`config.mk`:
```
export PLATFORM = sky130hd
export DESIGN_NAME = mem_access_arbiter_flat
export DESIGN_NICKNAME = d
export VERILOG_FILES = /design/src/rtl/mem_access_arbiter_pkg.sv /design/src/rtl/mem_access_arbiter_if.sv /design/src/rtl/mem_access_arbiter_rr_arbiter2.sv /design/src/rtl/mem_access_arbiter.sv /design/src/flat_wrapper.sv
export SDC_FILE = /design/constraint.sdc
export NUM_CORES = 1
export LEC_CHECK = 0
export BUFFER_PORTS_ARGS = -buffer_cell sky130_fd_sc_hd__buf_2
export CAP_MARGIN = 25
export CELL_PAD_IN_SITES_DETAIL_PLACEMENT = 1
export CELL_PAD_IN_SITES_GLOBAL_PLACEMENT = 2
export CORE_MARGIN = 5
export CORE_UTILIZATION = 28
export CTS_BUF_LIST = sky130_fd_sc_hd__clkbuf_16
export CTS_CLUSTER_DIAMETER = 80
export DETAILED_ROUTE_END_ITERATION = 6
export GPL_ROUTABILITY_DRIVEN = 1
export HOLD_SLACK_MARGIN = 0.08
export PLACE_DENSITY_LB_ADDON = 0.1
export SETUP_SLACK_MARGIN = 0.3
export SYNTH_ARGS = -nofsm -noshare
export SYNTH_HDL_FRONTEND = slang
export SYNTH_SLANG_ARGS = --single-unit
```
`constraint.sdc`:
```
create_clock -name clk -period 3.7 [get_ports clk]
set_clock_uncertainty 0.1 [all_clocks]
set_input_delay 0.37 -clock clk [delete_from_list [all_inputs] [get_ports clk]]
set_output_delay 0.37 -clock clk [all_outputs]
set_load 0.02 [all_outputs]
```
`src/rtl/mem_access_arbiter_pkg.sv`:
```
// -----------------------------------------------------------------------------
// mem_arb_pkg
//   Shared definitions for the data-memory access arbiter.
//   - DEF_ADDR_W / DEF_DATA_W : default word-address and data widths
//                               (16 x 32-bit data memory).
//   - state_t                 : arbiter sequencing states.
//   - mem_req_t               : one latched memory request (write, addr, wdata).
// -----------------------------------------------------------------------------
package mem_arb_pkg;

  localparam int DEF_ADDR_W = 4;
  localparam int DEF_DATA_W = 32;
  localparam int NUM_PORTS  = 2;

  // IDLE waits for a request; ACCESS and RESP each last exactly one cycle.
  typedef enum logic [1:0] {
    IDLE   = 2'd0,
    ACCESS = 2'd1,
    RESP   = 2'd2
  } state_t;

  // Request fields captured on the accept edge. The struct is sized by the
  // package defaults, so any top-level width override must be mirrored here.
  typedef struct packed {
    logic                  write;
    logic [DEF_ADDR_W-1:0] addr;
    logic [DEF_DATA_W-1:0] wdata;
  } mem_req_t;

endpackage

```
`src/rtl/mem_access_arbiter_if.sv`:
```
// -----------------------------------------------------------------------------
// mem_access_arbiter_if
//   Bundles the two requester handshakes and the memory bus of the arbiter.
//   Requester N (N = 0 CPU load/store stage, N = 1 debug/DMA loader):
//     reqN_valid/write/addr/wdata  request from the requester
//     reqN_ready                   request accepted this cycle
//     rspN_valid/rdata             one-cycle completion pulse and load data
//   Memory side:
//     mem_addr, mem_wdata, mem_ldr_str_en, mem_load_en, mem_store_en  to memory
//     mem_rdata                                                       from memory
//   Status:
//     busy                         arbiter is not in IDLE
//   Modports:
//     slave  - the arbiter's view
//     master - the environment's view (requesters plus memory)
// -----------------------------------------------------------------------------
interface mem_access_arbiter_if
  import mem_arb_pkg::*;
#(
  parameter int ADDR_W = DEF_ADDR_W,
  parameter int DATA_W = DEF_DATA_W
) ();

  // Port 0
  logic              req0_valid;
  logic              req0_write;
  logic [ADDR_W-1:0] req0_addr;
  logic [DATA_W-1:0] req0_wdata;
  logic              req0_ready;
  logic              rsp0_valid;
  logic [DATA_W-1:0] rsp0_rdata;

  // Port 1
  logic              req1_valid;
  logic              req1_write;
  logic [ADDR_W-1:0] req1_addr;
  logic [DATA_W-1:0] req1_wdata;
  logic              req1_ready;
  logic              rsp1_valid;
  logic [DATA_W-1:0] rsp1_rdata;

  // Memory bus
  logic [ADDR_W-1:0] mem_addr;
  logic [DATA_W-1:0] mem_wdata;
  logic              mem_ldr_str_en;
  logic              mem_load_en;
  logic              mem_store_en;
  logic [DATA_W-1:0] mem_rdata;

  // Status
  logic              busy;

  modport slave (
    input  req0_valid, req0_write, req0_addr, req0_wdata,
    output req0_ready, rsp0_valid, rsp0_rdata,
    input  req1_valid, req1_write, req1_addr, req1_wdata,
    output req1_ready, rsp1_valid, rsp1_rdata,
    output mem_addr, mem_wdata, mem_ldr_str_en, mem_load_en, mem_store_en,
    input  mem_rdata,
    output busy
  );

  modport master (
    output req0_valid, req0_write, req0_addr, req0_wdata,
    input  req0_ready, rsp0_valid, rsp0_rdata,
    output req1_valid, req1_write, req1_addr, req1_wdata,
    input  req1_ready, rsp1_valid, rsp1_rdata,
    input  mem_addr, mem_wdata, mem_ldr_str_en, mem_load_en, mem_store_en,
    output mem_rdata,
    input  busy
  );

endinterface

```
`src/rtl/mem_access_arbiter_rr_arbiter2.sv`:
```
// -----------------------------------------------------------------------------
// rr_arbiter2
//   Two-input round-robin grant.
//   Ports:
//     clk, rst  clock and asynchronous active-high reset
//     req[1:0]  request vector
//     advance   the current grant was taken; rotate priority away from it
//     grant[1:0] one-hot grant (all zero when nothing is requested)
//   A lone request is granted directly. On contention the port holding
//   priority wins. Priority resets to port 0 and, after every taken grant,
//   moves to the port that was not granted.
// -----------------------------------------------------------------------------
module rr_arbiter2 (
  input  logic       clk,
  input  logic       rst,
  input  logic [1:0] req,
  input  logic       advance,
  output logic [1:0] grant
);

  // Index of the port that wins the next contention.
  logic prio_reg;
  logic prio_next;

  always_comb begin
    grant = req;
    if (&req) begin
      grant           = 2'b00;
      grant[prio_reg] = 1'b1;
    end
  end

  // Granted port 1 -> priority 0, granted port 0 -> priority 1.
  always_comb begin
    prio_next = prio_reg;
    if (advance && (|grant)) begin
      prio_next = ~grant[1];
    end
  end

  always_ff @(posedge clk or posedge rst) begin
    if (rst) begin
      prio_reg <= 1'b0;
    end else begin
      prio_reg <= prio_next;
    end
  end

endmodule

```
`src/rtl/mem_access_arbiter.sv`:
```
// -----------------------------------------------------------------------------
// mem_access_arbiter
//   Shares a single-port 16 x 32-bit data memory between the CPU load/store
//   stage (port 0) and the debug/DMA loader (port 1).
//   Ports:
//     clk  system clock
//     rst  asynchronous active-high reset
//     bus  mem_access_arbiter_if.slave: both request/response handshakes,
//          the memory bus and the busy flag
//   Sequence per transaction: IDLE (accept) -> ACCESS (one-cycle memory
//   strobe) -> RESP (one-cycle rsp_valid to the requesting port) -> IDLE.
//   At most one access per three cycles, so the memory never sees two
//   accesses in the same cycle.
// -----------------------------------------------------------------------------
module mem_access_arbiter
  import mem_arb_pkg::*;
#(
  parameter int ADDR_W = DEF_ADDR_W,
  parameter int DATA_W = DEF_DATA_W
) (
  input  logic                  clk,
  input  logic                  rst,
  mem_access_arbiter_if.slave   bus
);

  state_t            state_reg;
  state_t            state_next;

  mem_req_t          req_reg;     // request being served
  logic              port_reg;    // port that owns req_reg

  logic [1:0]        req_valid;
  mem_req_t          req_view [NUM_PORTS];
  logic [1:0]        grant;
  logic [1:0]        ready;
  logic [1:0]        rsp_valid;
  logic              accept;
  logic              capture;

  logic              ldr_str_en;
  logic              load_en;
  logic              store_en;

  // ---------------------------------------------------------------------------
  // Request gathering and arbitration
  // ---------------------------------------------------------------------------
  assign req_valid   = {bus.req1_valid, bus.req0_valid};
  assign req_view[0] = {bus.req0_write, bus.req0_addr, bus.req0_wdata};
  assign req_view[1] = {bus.req1_write, bus.req1_addr, bus.req1_wdata};

  // The arbiter only sees requests while IDLE, so a request raised during
  // ACCESS/RESP neither gets ready nor moves the round-robin pointer.
  rr_arbiter2 u_rr_arbiter2 (
    .clk     (clk),
    .rst     (rst),
    .req     ((state_reg == IDLE) ? req_valid : 2'b00),
    .advance (accept),
    .grant   (grant)
  );

  assign accept  = (state_reg == IDLE) && (|grant);
  assign capture = (state_reg == ACCESS);

  // ---------------------------------------------------------------------------
  // Sequencer: next state and memory strobes
  // ---------------------------------------------------------------------------
  always_comb begin
    state_next = state_reg;
    ldr_str_en = 1'b0;
    load_en    = 1'b0;
    store_en   = 1'b0;
    unique case (state_reg)
      IDLE: begin
        if (accept) begin
          state_next = ACCESS;
        end
      end
      ACCESS: begin
        ldr_str_en = 1'b1;
        load_en    = ~req_reg.write;
        store_en   = req_reg.write;
        state_next = RESP;
      end
      RESP: begin
        state_next = IDLE;
      end
      default: begin
        state_next = IDLE;
      end
    endcase
  end

  // Strobes and status decode straight from the asynchronously reset state
  // register, so they drop the instant rst rises.
  always_ff @(posedge clk or posedge rst) begin
    if (rst) begin
      state_reg <= IDLE;
      port_reg  <= 1'b0;
      req_reg   <= '0;
    end else begin
      state_reg <= state_next;
      if (accept) begin
        port_reg <= grant[1];
        req_reg  <= req_view[grant[1]];
      end
    end
  end

  // ---------------------------------------------------------------------------
  // Per-port handshake and response data
  // ---------------------------------------------------------------------------
  genvar gi;
  generate
    for (gi = 0; gi < NUM_PORTS; gi++) begin : g_port
      // Holds the last response for this port; stores return zero.
      logic [DATA_W-1:0] rdata_reg;

      always_ff @(posedge clk or posedge rst) begin
        if (rst) begin
          rdata_reg <= '0;
        end else if (capture && (port_reg == 1'(gi))) begin
          rdata_reg <= req_reg.write ? '0 : bus.mem_rdata;
        end
      end

      assign ready[gi]     = grant[gi];
      assign rsp_valid[gi] = (state_reg == RESP) && (port_reg == 1'(gi));
    end
  endgenerate

  // ---------------------------------------------------------------------------
  // Outputs
  // ---------------------------------------------------------------------------
  assign bus.req0_ready     = ready[0];
  assign bus.req1_ready     = ready[1];
  assign bus.rsp0_valid     = rsp_valid[0];
  assign bus.rsp1_valid     = rsp_valid[1];
  assign bus.rsp0_rdata     = g_port[0].rdata_reg;
  assign bus.rsp1_rdata     = g_port[1].rdata_reg;

  // Address and write data come from the latched request, so they keep
  // their last values between accesses.
  assign bus.mem_addr       = req_reg.addr;
  assign bus.mem_wdata      = req_reg.wdata;
  assign bus.mem_ldr_str_en = ldr_str_en;
  assign bus.mem_load_en    = load_en;
  assign bus.mem_store_en   = store_en;

  assign bus.busy           = (state_reg != IDLE);

endmodule

```
`src/flat_wrapper.sv`:
```
// flat-port wrapper written by rule: the top's interface ports become plain ports
module mem_access_arbiter_flat import mem_arb_pkg::*;
#(
  parameter int ADDR_W = DEF_ADDR_W,
  parameter int DATA_W = DEF_DATA_W
)
  (clk, rst, bus_req0_valid, bus_req0_write, bus_req0_addr, bus_req0_wdata, bus_req0_ready, bus_rsp0_valid, bus_rsp0_rdata, bus_req1_valid, bus_req1_write, bus_req1_addr, bus_req1_wdata, bus_req1_ready, bus_rsp1_valid, bus_rsp1_rdata, bus_mem_addr, bus_mem_wdata, bus_mem_ldr_str_en, bus_mem_load_en, bus_mem_store_en, bus_mem_rdata, bus_busy);
  mem_access_arbiter_if #(.ADDR_W(ADDR_W), .DATA_W(DATA_W)) bus_i ();
  input  logic clk;
  input  logic rst;
  input wire logic [$bits(bus_i.req0_valid)-1:0] bus_req0_valid;
  input wire logic [$bits(bus_i.req0_write)-1:0] bus_req0_write;
  input wire logic [$bits(bus_i.req0_addr)-1:0] bus_req0_addr;
  input wire logic [$bits(bus_i.req0_wdata)-1:0] bus_req0_wdata;
  output wire logic [$bits(bus_i.req0_ready)-1:0] bus_req0_ready;
  output wire logic [$bits(bus_i.rsp0_valid)-1:0] bus_rsp0_valid;
  output wire logic [$bits(bus_i.rsp0_rdata)-1:0] bus_rsp0_rdata;
  input wire logic [$bits(bus_i.req1_valid)-1:0] bus_req1_valid;
  input wire logic [$bits(bus_i.req1_write)-1:0] bus_req1_write;
  input wire logic [$bits(bus_i.req1_addr)-1:0] bus_req1_addr;
  input wire logic [$bits(bus_i.req1_wdata)-1:0] bus_req1_wdata;
  output wire logic [$bits(bus_i.req1_ready)-1:0] bus_req1_ready;
  output wire logic [$bits(bus_i.rsp1_valid)-1:0] bus_rsp1_valid;
  output wire logic [$bits(bus_i.rsp1_rdata)-1:0] bus_rsp1_rdata;
  output wire logic [$bits(bus_i.mem_addr)-1:0] bus_mem_addr;
  output wire logic [$bits(bus_i.mem_wdata)-1:0] bus_mem_wdata;
  output wire logic [$bits(bus_i.mem_ldr_str_en)-1:0] bus_mem_ldr_str_en;
  output wire logic [$bits(bus_i.mem_load_en)-1:0] bus_mem_load_en;
  output wire logic [$bits(bus_i.mem_store_en)-1:0] bus_mem_store_en;
  input wire logic [$bits(bus_i.mem_rdata)-1:0] bus_mem_rdata;
  output wire logic [$bits(bus_i.busy)-1:0] bus_busy;
  assign bus_i.req0_valid = bus_req0_valid;
  assign bus_i.req0_write = bus_req0_write;
  assign bus_i.req0_addr = bus_req0_addr;
  assign bus_i.req0_wdata = bus_req0_wdata;
  assign bus_req0_ready = bus_i.req0_ready;
  assign bus_rsp0_valid = bus_i.rsp0_valid;
  assign bus_rsp0_rdata = bus_i.rsp0_rdata;
  assign bus_i.req1_valid = bus_req1_valid;
  assign bus_i.req1_write = bus_req1_write;
  assign bus_i.req1_addr = bus_req1_addr;
  assign bus_i.req1_wdata = bus_req1_wdata;
  assign bus_req1_ready = bus_i.req1_ready;
  assign bus_rsp1_valid = bus_i.rsp1_valid;
  assign bus_rsp1_rdata = bus_i.rsp1_rdata;
  assign bus_mem_addr = bus_i.mem_addr;
  assign bus_mem_wdata = bus_i.mem_wdata;
  assign bus_mem_ldr_str_en = bus_i.mem_ldr_str_en;
  assign bus_mem_load_en = bus_i.mem_load_en;
  assign bus_mem_store_en = bus_i.mem_store_en;
  assign bus_i.mem_rdata = bus_mem_rdata;
  assign bus_busy = bus_i.busy;
  mem_access_arbiter #(.ADDR_W(ADDR_W), .DATA_W(DATA_W)) u_core (.clk(clk), .rst(rst), .bus(bus_i));
endmodule
```
=== Yosys cells after proc, flatten, opt, wreduce, memory -nomap -nowiden ===
Index checks and enable logic that the tools add are counted.

* Bits of input ports: 110
* Output and inout bits: 108
* Flip-flop bits (word level): 105
* Logic and storage cells: 42

* Multiplexer cells: 13
* $lt $le $gt $ge: 3
* Bitwise operators: 4
* Reductions and logical operators: 11
* Equality and inequality tests: 3

{| class="wikitable"
|+ Operators with widths
! cell !! number
|-
| two-way mux 37 bit || 3
|-
| two-way mux 32 bit || 1
|-
| logical AND 1 bit || 7
|-
| two-way mux 2 bit || 3
|-
| two-way mux 1 bit || 4
|-
| one-hot mux 2 bit (2 select lines) || 1
|-
| NOT 1 bit || 3
|-
| equality test 2 x 1 -> 1 bit, second input constant || 1
|-
| equality test 2 bit, second input constant || 1
|-
| greater-or-equal comparator 2 bit, second input constant || 1
|-
| logical NOT 2 bit || 1
|-
| less-than comparator 1 x 2 -> 1 bit, second input constant || 1
|-
| != test 2 bit, second input constant || 1
|-
| NOT 1 -> 2 bit || 1
|-
| AND reduction 2 bit || 1
|-
| nonzero test 2 bit || 1
|-
| OR reduction 2 bit || 1
|-
| demux 1 bit (select 1 bit) || 1
|-
| greater-or-equal comparator 1 bit, second input constant || 1
|}

=== Depth between registers and ports, before layout ===
Gate-level depths: netlist of the first run.

* Depth in word-level cells: 9
* Mapped depth: 6
* Mapped depth without buffers: 4

=== By module ===
A second synthesis of the first run with hierarchy kept.

* Cell total of the unflattened synthesis: 422
* Area total of the unflattened synthesis: 4874.7 µm²

{| class="wikitable"
|+ By module, submodules not included
! module !! area each (µm²) !! instances !! cells an instance !! sequential area each (µm²)
|-
| mem_access_arbiter || 4815.9 || 1 || 415 || 2602.5
|-
| rr_arbiter2 || 58.8 || 1 || 7 || 25.0
|}

=== Worst setup path after synthesis of the first run ===
No wires, ideal clock.

* Kind: reg2out
* From: register u_core.state_reg[0]
* To: output port bus_mem_load_en
* Slack: 1.997 ns
* Required time: 3.230 ns
* Cell stages (with the launch flop): 3
* Buffers on the path: 0
* Arrival time: 1.233 ns
* Cells stage by stage: dfrtp_1 nor2b_1 nor2b_1

* Cells in the longest elaborated chain, start to end: 2

{| class="wikitable"
|+ RTL lines
! element !! line !! RTL
|-
| from (decl) || mem_access_arbiter.sv:26 || <nowiki>state_t state_reg;</nowiki>
|-
| from (signal assigned) || mem_access_arbiter.sv:101 || <nowiki>state_reg <= state_next;</nowiki>
|-
| equality test 2 x 1 -> 1 bit || mem_access_arbiter.sv:72 || <nowiki>unique case (state_reg)</nowiki>
|-
| two-way mux 1 bit || mem_access_arbiter.sv:72 ||
|-
| to (decl) || flat_wrapper.sv:28 || <nowiki>output wire logic [$bits(bus_i.mem_load_en)-1:0] bus_mem_load_en;</nowiki>
|}

Every way passes these cells.

=== Final worst setup path of the first run ===
* From: register u_core.u_rr_arbiter2.prio_reg
* To: output port bus_req1_ready

* Cells in the longest elaborated chain, start to end: 5
* Elaborated cells on any way between the ends: 6
* Classes of those cells: order compare: 2; mux: 3; reduce/logical: 1

{| class="wikitable"
|+ RTL lines
! element !! line !! RTL
|-
| from (decl) || mem_access_arbiter_rr_arbiter2.sv:22 || <nowiki>logic prio_reg;</nowiki>
|-
| from (signal assigned) || mem_access_arbiter_rr_arbiter2.sv:45 || <nowiki>prio_reg <= prio_next;</nowiki>
|-
| less-than comparator 1 x 2 -> 1 bit (implied by the code) / greater-or-equal comparator 1 bit (equally long branches) || mem_access_arbiter_rr_arbiter2.sv:29 || <nowiki>grant[prio_reg] = 1'b1;</nowiki>
|-
| logical AND 1 bit (implied by the code) || mem_access_arbiter_rr_arbiter2.sv:29 ||
|-
| two-way mux 1 bit (implied by the code) || mem_access_arbiter_rr_arbiter2.sv:29 ||
|-
| demux 1 bit (select 1 bit) * || mem_access_arbiter_rr_arbiter2.sv:29 ||
|-
| two-way mux 2 bit * || mem_access_arbiter_rr_arbiter2.sv:27 || <nowiki>if (&req) begin</nowiki>
|-
| to (decl) || flat_wrapper.sv:22 || <nowiki>output wire logic [$bits(bus_i.req1_ready)-1:0] bus_req1_ready;</nowiki>
|}

Every way passes the cells marked *; elsewhere a longest branch is shown, timed or not.

==> metrics, run 1 <==
TritonCTS Sinks 105; largest net degree at the start of global routing 51; worst r2r src u_core.u_rr_arbiter2.prio_reg; outcome finished clean; final hold vios 0; final core occ a little over a third; die area 20720 sq um; die width ~140 um; Leakage between 3 and 4 nW; Initial Util between 20% and 30%; row cnt 49; synthesized instance count ~480; Initial DRC Count ~150; Pwr per Cell Area around 900 nW/um^2; area fraction of the dominant cell type after synthesis approximately 52%; met2 wire length 7530 um; CP Class register to output port; drt wl/cell 18.11 um; CTS clk-pin slew, worst paths roughly 0.070 ns; area growth from synthesis to layout 25.78%; number of global-route vias before repair between 4000 and 5000; wl on met1 roughly 7000 um; DP HPWL 11320 um; most common cell after layout, fill and taps aside buf_2; Critical Path AT 2.22 ns; WP data required roughly 3.2 ns; grt ovf 0; worst slew pin tran between 0.9 and 1 ns; Final ANT Viol Nets 0; final cycle utilization of the critical path 72.80%; post-synthesis net count between 500 and 600; vias a little over 4000; most frequent cells in the layout buf_2, dfrtp_1, nand2_1; Cell Area, Synth 5024 sq um; layout cells sized above 1 38.85%; hold crit path type input port to register; Longest Clk Path Bufs 2; Top-Level Pins around 220; setup tns final 0 ns; global-route wire length before repair about 25000 um; input/output buffers about 220; Top Metal Used met5; leading area contributor after synthesis dfrtp_1; detailed-route DRC error count 0; slew margin rel. 38.38%; min-delay src bus_mem_rdata[22]; FF+latch count, synth approximately 110; VDD IR max 0.3167 mV; Setup violations, final 0; number of CTS-inserted buffers 9; endpoint type of the worst setup path output port; sequential cell area about 2600 sq um; total global routing track utilization 15.48%; register area share after synthesis between 50% and 60%; GP Congestion between 0.7 and 0.8; core area between 15000 and 20000 sq um; # fillers 2093; initial antenna violation count 2; Max-cap violations 0; Max Clock Freq 371.3 MHz; Die Ht 143.9 um; syn avg cell area about 11 sq um; area of the multi-input gates ~1900 sq um; Clock Tree Root clkbuf_16; Layout Nets 746; RSZ-0062 raised after global routing false; Routed WL between 15000 and 20000 um; Critical path origin u_core.u_rr_arbiter2.prio_reg; crit path max fanout 38; CTS tree built; Period minus WS final 2.693 ns; H-tree depth 3; metal3 WL 1156 um; post-synthesis cell type count 27; top post-synthesis cells by area dfrtp_1, a221o_1, and4_1; clk_lat worst skew between 0.3 and 0.4 ns; drt pass-1 iters 4; vias per std cell ~4.7; Synth Warn # 0; CP Launch Type register; max-slew violations 0
metrics by stage:
| step | total power [mW] | setup slack [ns] | hold slack [ns] | std cells | cell area [sq um] |
|---|---|---|---|---|---|
| after global routing | 6.270 | 0.7670 | 0.1941 | 871 | 6314 |
| after global placement | 4.792 | 1.196 | 0.3559 | 851 | 5951 |
| after detailed placement | 4.886 | 1.151 | 0.3684 | 852 | 5971 |
| after CTS | 5.937 | 0.9732 | 0.1676 | 869 | 6296 |
| after floorplan | 4.174 | 0.4695 | 0.3766 | 476 | 5024 |
| final | 5.831 | 1.007 | 0.1817 | 873 | 6319 |
worst max-delay path: stages, from the launching register on:
cell	delay [ns]
dfrtp_1	0.37
nand2b_2	0.56
nand3_2	0.54
inv_1	0.21
buf_2	0.19
final timing paths:
check,endpoint,slack [ns],cells past startpoint
worst max-delay path,bus_req1_ready,1.01,4
worst min-delay path,u_core.bus.rsp0_rdata[22],0.18,3
worst max register to register,u_core.bus.mem_addr[1],1.25,4
worst min register to register,u_core.bus.rsp1_rdata[13],0.38,2
max in group asynchronous,u_core.bus.rsp1_rdata[16],2.05,4
min in group asynchronous,u_core.bus.rsp0_rdata[27],0.58,3
cell usage after synthesis:
| library cell | count |
|---|---|
| and3_1 | 1 |
| and3b_1 | 1 |
| o21ai_2 | 1 |
| buf_6 | 8 |
| nand2b_2 | 1 |
| nor2_4 | 2 |
| nand3b_1 | 1 |
| buf_2 | 11 |
| nor2b_1 | 3 |
| nand2b_1 | 32 |
| inv_2 | 1 |
| nand2_1 | 65 |
| and2_1 | 1 |
| o21ai_0 | 35 |
| o21a_1 | 1 |
| buf_4 | 38 |
| or3b_1 | 1 |
| nor3b_1 | 38 |
| o21ai_1 | 29 |
| and4_1 | 37 |
| dfrtp_1 | 105 |
| clkbuf_2 | 2 |
| a221o_1 | 37 |
| nand3_2 | 1 |
| inv_1 | 3 |
| a21o_1 | 1 |
| clkbuf_1 | 20 |
per-layer routing:
metal  up-vias  GRT usage, %
li1       1981             -
met1      1999         19.85
met2       130         25.67
met3        15         4.027
met4         2         4.708
met5         -             0
where the power goes:
part           leakage [nW]  switching (mW)  internal, mW
Combinational          1.65            1.82          1.02
Clock                 0.155           0.437         0.593
Sequential             1.31           0.303          1.66
cells by family (layout without fill, tap and decap cells):
group | Yosys count | after routing | synth area share, %
other | 0 | 3 | 0
DFF | 105 | 105 | 52.30
and+or+nand+nor | 184 | 184 | 22.91
buffers and inverters | 83 | 248 | 10.56
AOI/OAI and AO/OA | 104 | 104 | 14.22
cell type report:
class | instances | area share (%)
multi-input cells | 288 | 29.64
inverters | 4 | 0.2772
clock inverters | 7 | 1.426
well taps | 229 | 4.535
diodes | 3 | 0.1188
repair buffers | 228 | 18.85
flip-flops and latches | 105 | 41.58
clock buffers | 9 | 3.564
timing repair:
| action | CTS | global route |
|---|---|---|
| setup buffers | 0 | 0 |
| setup endpoints to repair | 0 | 0 |
| hold buffers | 1 | 0 |
| hold endpoints to repair | 48 | 0 |
| gates resized for setup | 0 | 0 |
(Power assumes the default switching activity.)
==> run 2: changes to the inputs <==
Clock period 3.7 ns to 2.49 ns, I/O delays scaled along.
==> run 2 against run 1 <==
Count of clock-buffer cells in the layout unchanged. Hold slack got worse by 0.093 ns. Power up 49%. Clock power grew 38%. Global-route usage increased by 0.43 points. Non-clock buffer count grew 34. Flip-flop and latch count did not move. Highest routed layer unchanged. Worst setup slack got worse by 0.57 ns. Routed wire length grew 3.9%. Register-to-register slack got worse by 0.61 ns. Largest power group unchanged. First-iteration DRC count up 54%. Cell area rose by 4.9%.
==> metrics, run 2 (synthesis results as in run 1) <==
worst hold stages 3; R2R cell count 4; drt pass-1 iters 4; layout cells sized above 1 between 30% and 40%; slowest CP cell dfrtp_1; clk_lat worst skew ~0.34 ns; GP Congestion between 0.7 and 0.8; final cycle utilization of the critical path about 83%; hold crit path type input port to register; Initial Util around 28%; Max-cap violations 0; CTS tree built; TritonCTS Sinks around 110; drt wl/cell roughly 18 um; crit path cell chain nor2_4 > nand3_2 > buf_4 > inv_1 > buf_2; DP HPWL roughly 12000 um; Period minus WS final roughly 2 ns; most frequent cells in the layout buf_2, dfrtp_1, nand2_1; Pwr per Cell Area 1311 nW/um^2; CP max stage delay 0.46 ns; grt ovf 0; Leakage ~3.3 nW; slew margin rel. between 50% and 60%; endpoint type of the worst setup path output port; detailed-route DRC error count 0; CP Class register to output port; RSZ-0062 raised after global routing false; Top Metal Used met5; Die Ht roughly 140 um; Clock Tree Root clkbuf_16; final hold vios 0; R2R setup slack roughly 0.64 ns; core area 17840 sq um; worst r2r src u_core.state_reg[0]; number of CTS-inserted buffers 9; number of global-route vias before repair roughly 4500; row cnt 49; final core occ between 30% and 40%; most common cell after layout, fill and taps aside buf_2; hold endpoint u_core.bus.rsp0_rdata[28]; initial antenna violation count 3; Routed WL approximately 16000 um; setup tns final 0 ns; largest net degree at the start of global routing about 40; Final ANT Viol Nets 0; vias per std cell 4.708; metal3 WL about 1300 um; FF-to-FF End u_core.bus.rsp0_rdata[19]; Ant. Diodes 0; CTS clk-pin slew, worst paths around 0.070 ns; worst slew pin tran approximately 0.73 ns; global-route wire length before repair 25590 um; area growth from synthesis to layout 31.88%; min-delay src bus_mem_rdata[28]; total global routing track utilization 15.91%; Setup violations, final 0; Initial DRC Count around 220; CP Launch Type register; Max Clock Freq just under 500 MHz; Longest Clk Path Bufs 2; crit path max fanout 23; die area between 20000 and 25000 sq um; WP data required about 2.1 ns; input/output buffers 217; vias about 4300; outcome finished clean; Top-Level Pins 218; VDD IR max 0.4550 mV; Layout Nets 780; met2 wire length ~7600 um; die width 143.9 um; Critical Path AT ~1.7 ns; setup bufs post-CTS 0; wl on met1 7287 um; H-tree depth 3; max-slew violations 0
==> run 2: cell types whose count changed in the layout (fill, tap and decap cells not counted), sizes merged <==
cell,change
bufinv,-1
dlygate4sd3,+24
clkinv,+1
clkinvlp,+2
inv,-2
buf,+10
diode,-3
==> run 2: worst max-delay path by stage <==
stage,from,end,slack (ns),depth (start not counted)
after floorplan,rst,u_core.bus.mem_addr[0],0.88,1
after global placement,bus_req1_valid,u_core.u_rr_arbiter2.prio_reg,0.50,4
after detailed placement,u_core.state_reg[0],u_core.bus.rsp0_rdata[8],0.60,4
after CTS,u_core.state_reg[1],bus_req1_ready,0.38,5
after global routing,u_core.state_reg[1],bus_req1_ready,0.30,5
final,u_core.state_reg[1],bus_req1_ready,0.43,5
==> run 2: worst max-delay path: cells and delay by family, from the launching register on <==
family / cells / cell delay [ns]
buffers and inverters: 3 / 0.52
DFF: 1 / 0.46
and+or+nand+nor: 2 / 0.36
==> run 2: timing repair <==
item	CTS	global route
hold buffers	25	0
endpoints found under the hold margin	52	0
resized for setup	0	0
==> run 2: final cells by class <==
type / instances / area [sq um]
Sequential cell: 105 / 2628
Multi-Input combinational cell: 288 / 1873
Tap cell: 229 / 286.5
Fill cell: 2070 / 11220
Timing Repair Buffer: 262 / 1531
Inverter: 4 / 18.77
Clock inverter: 7 / 62.56
Clock buffer: 9 / 225.2
==> run 2: power by group <==
part           leakage, nW  internal, mW  switching (mW)  total, mW
registers             1.31          2.47           0.497       2.97
logic                 1.80          1.62            2.68       4.29
clock network        0.142         0.771           0.649       1.42
==> run 2: stage by stage <==
stage | cell area [sq um] | hold WS [ns] | setup WS (ns) | std cells | total power, mW
3_5_place_dp | 6087 | 0.3027 | 0.5994 | 863 | 7.384
6_report | 6625 | 0.08872 | 0.4339 | 904 | 8.684
3_3_place_gp | 6060 | 0.3014 | 0.5001 | 862 | 7.240
5_1_grt | 6625 | 0.09428 | 0.3031 | 904 | 9.349
4_1_cts | 6625 | 0.08146 | 0.3816 | 904 | 8.864
2_1_floorplan | 5027 | 0.3065 | 0.8815 | 476 | 6.203
==> run 2: per-layer routing <==
layer / global-route usage [%] / vias to the layer above
met3: 4.160 / 22
met4: 5.253 / 6
met5: 0 / -
met2: 25.38 / 144
li1: - / 2046
met1: 21.07 / 2038
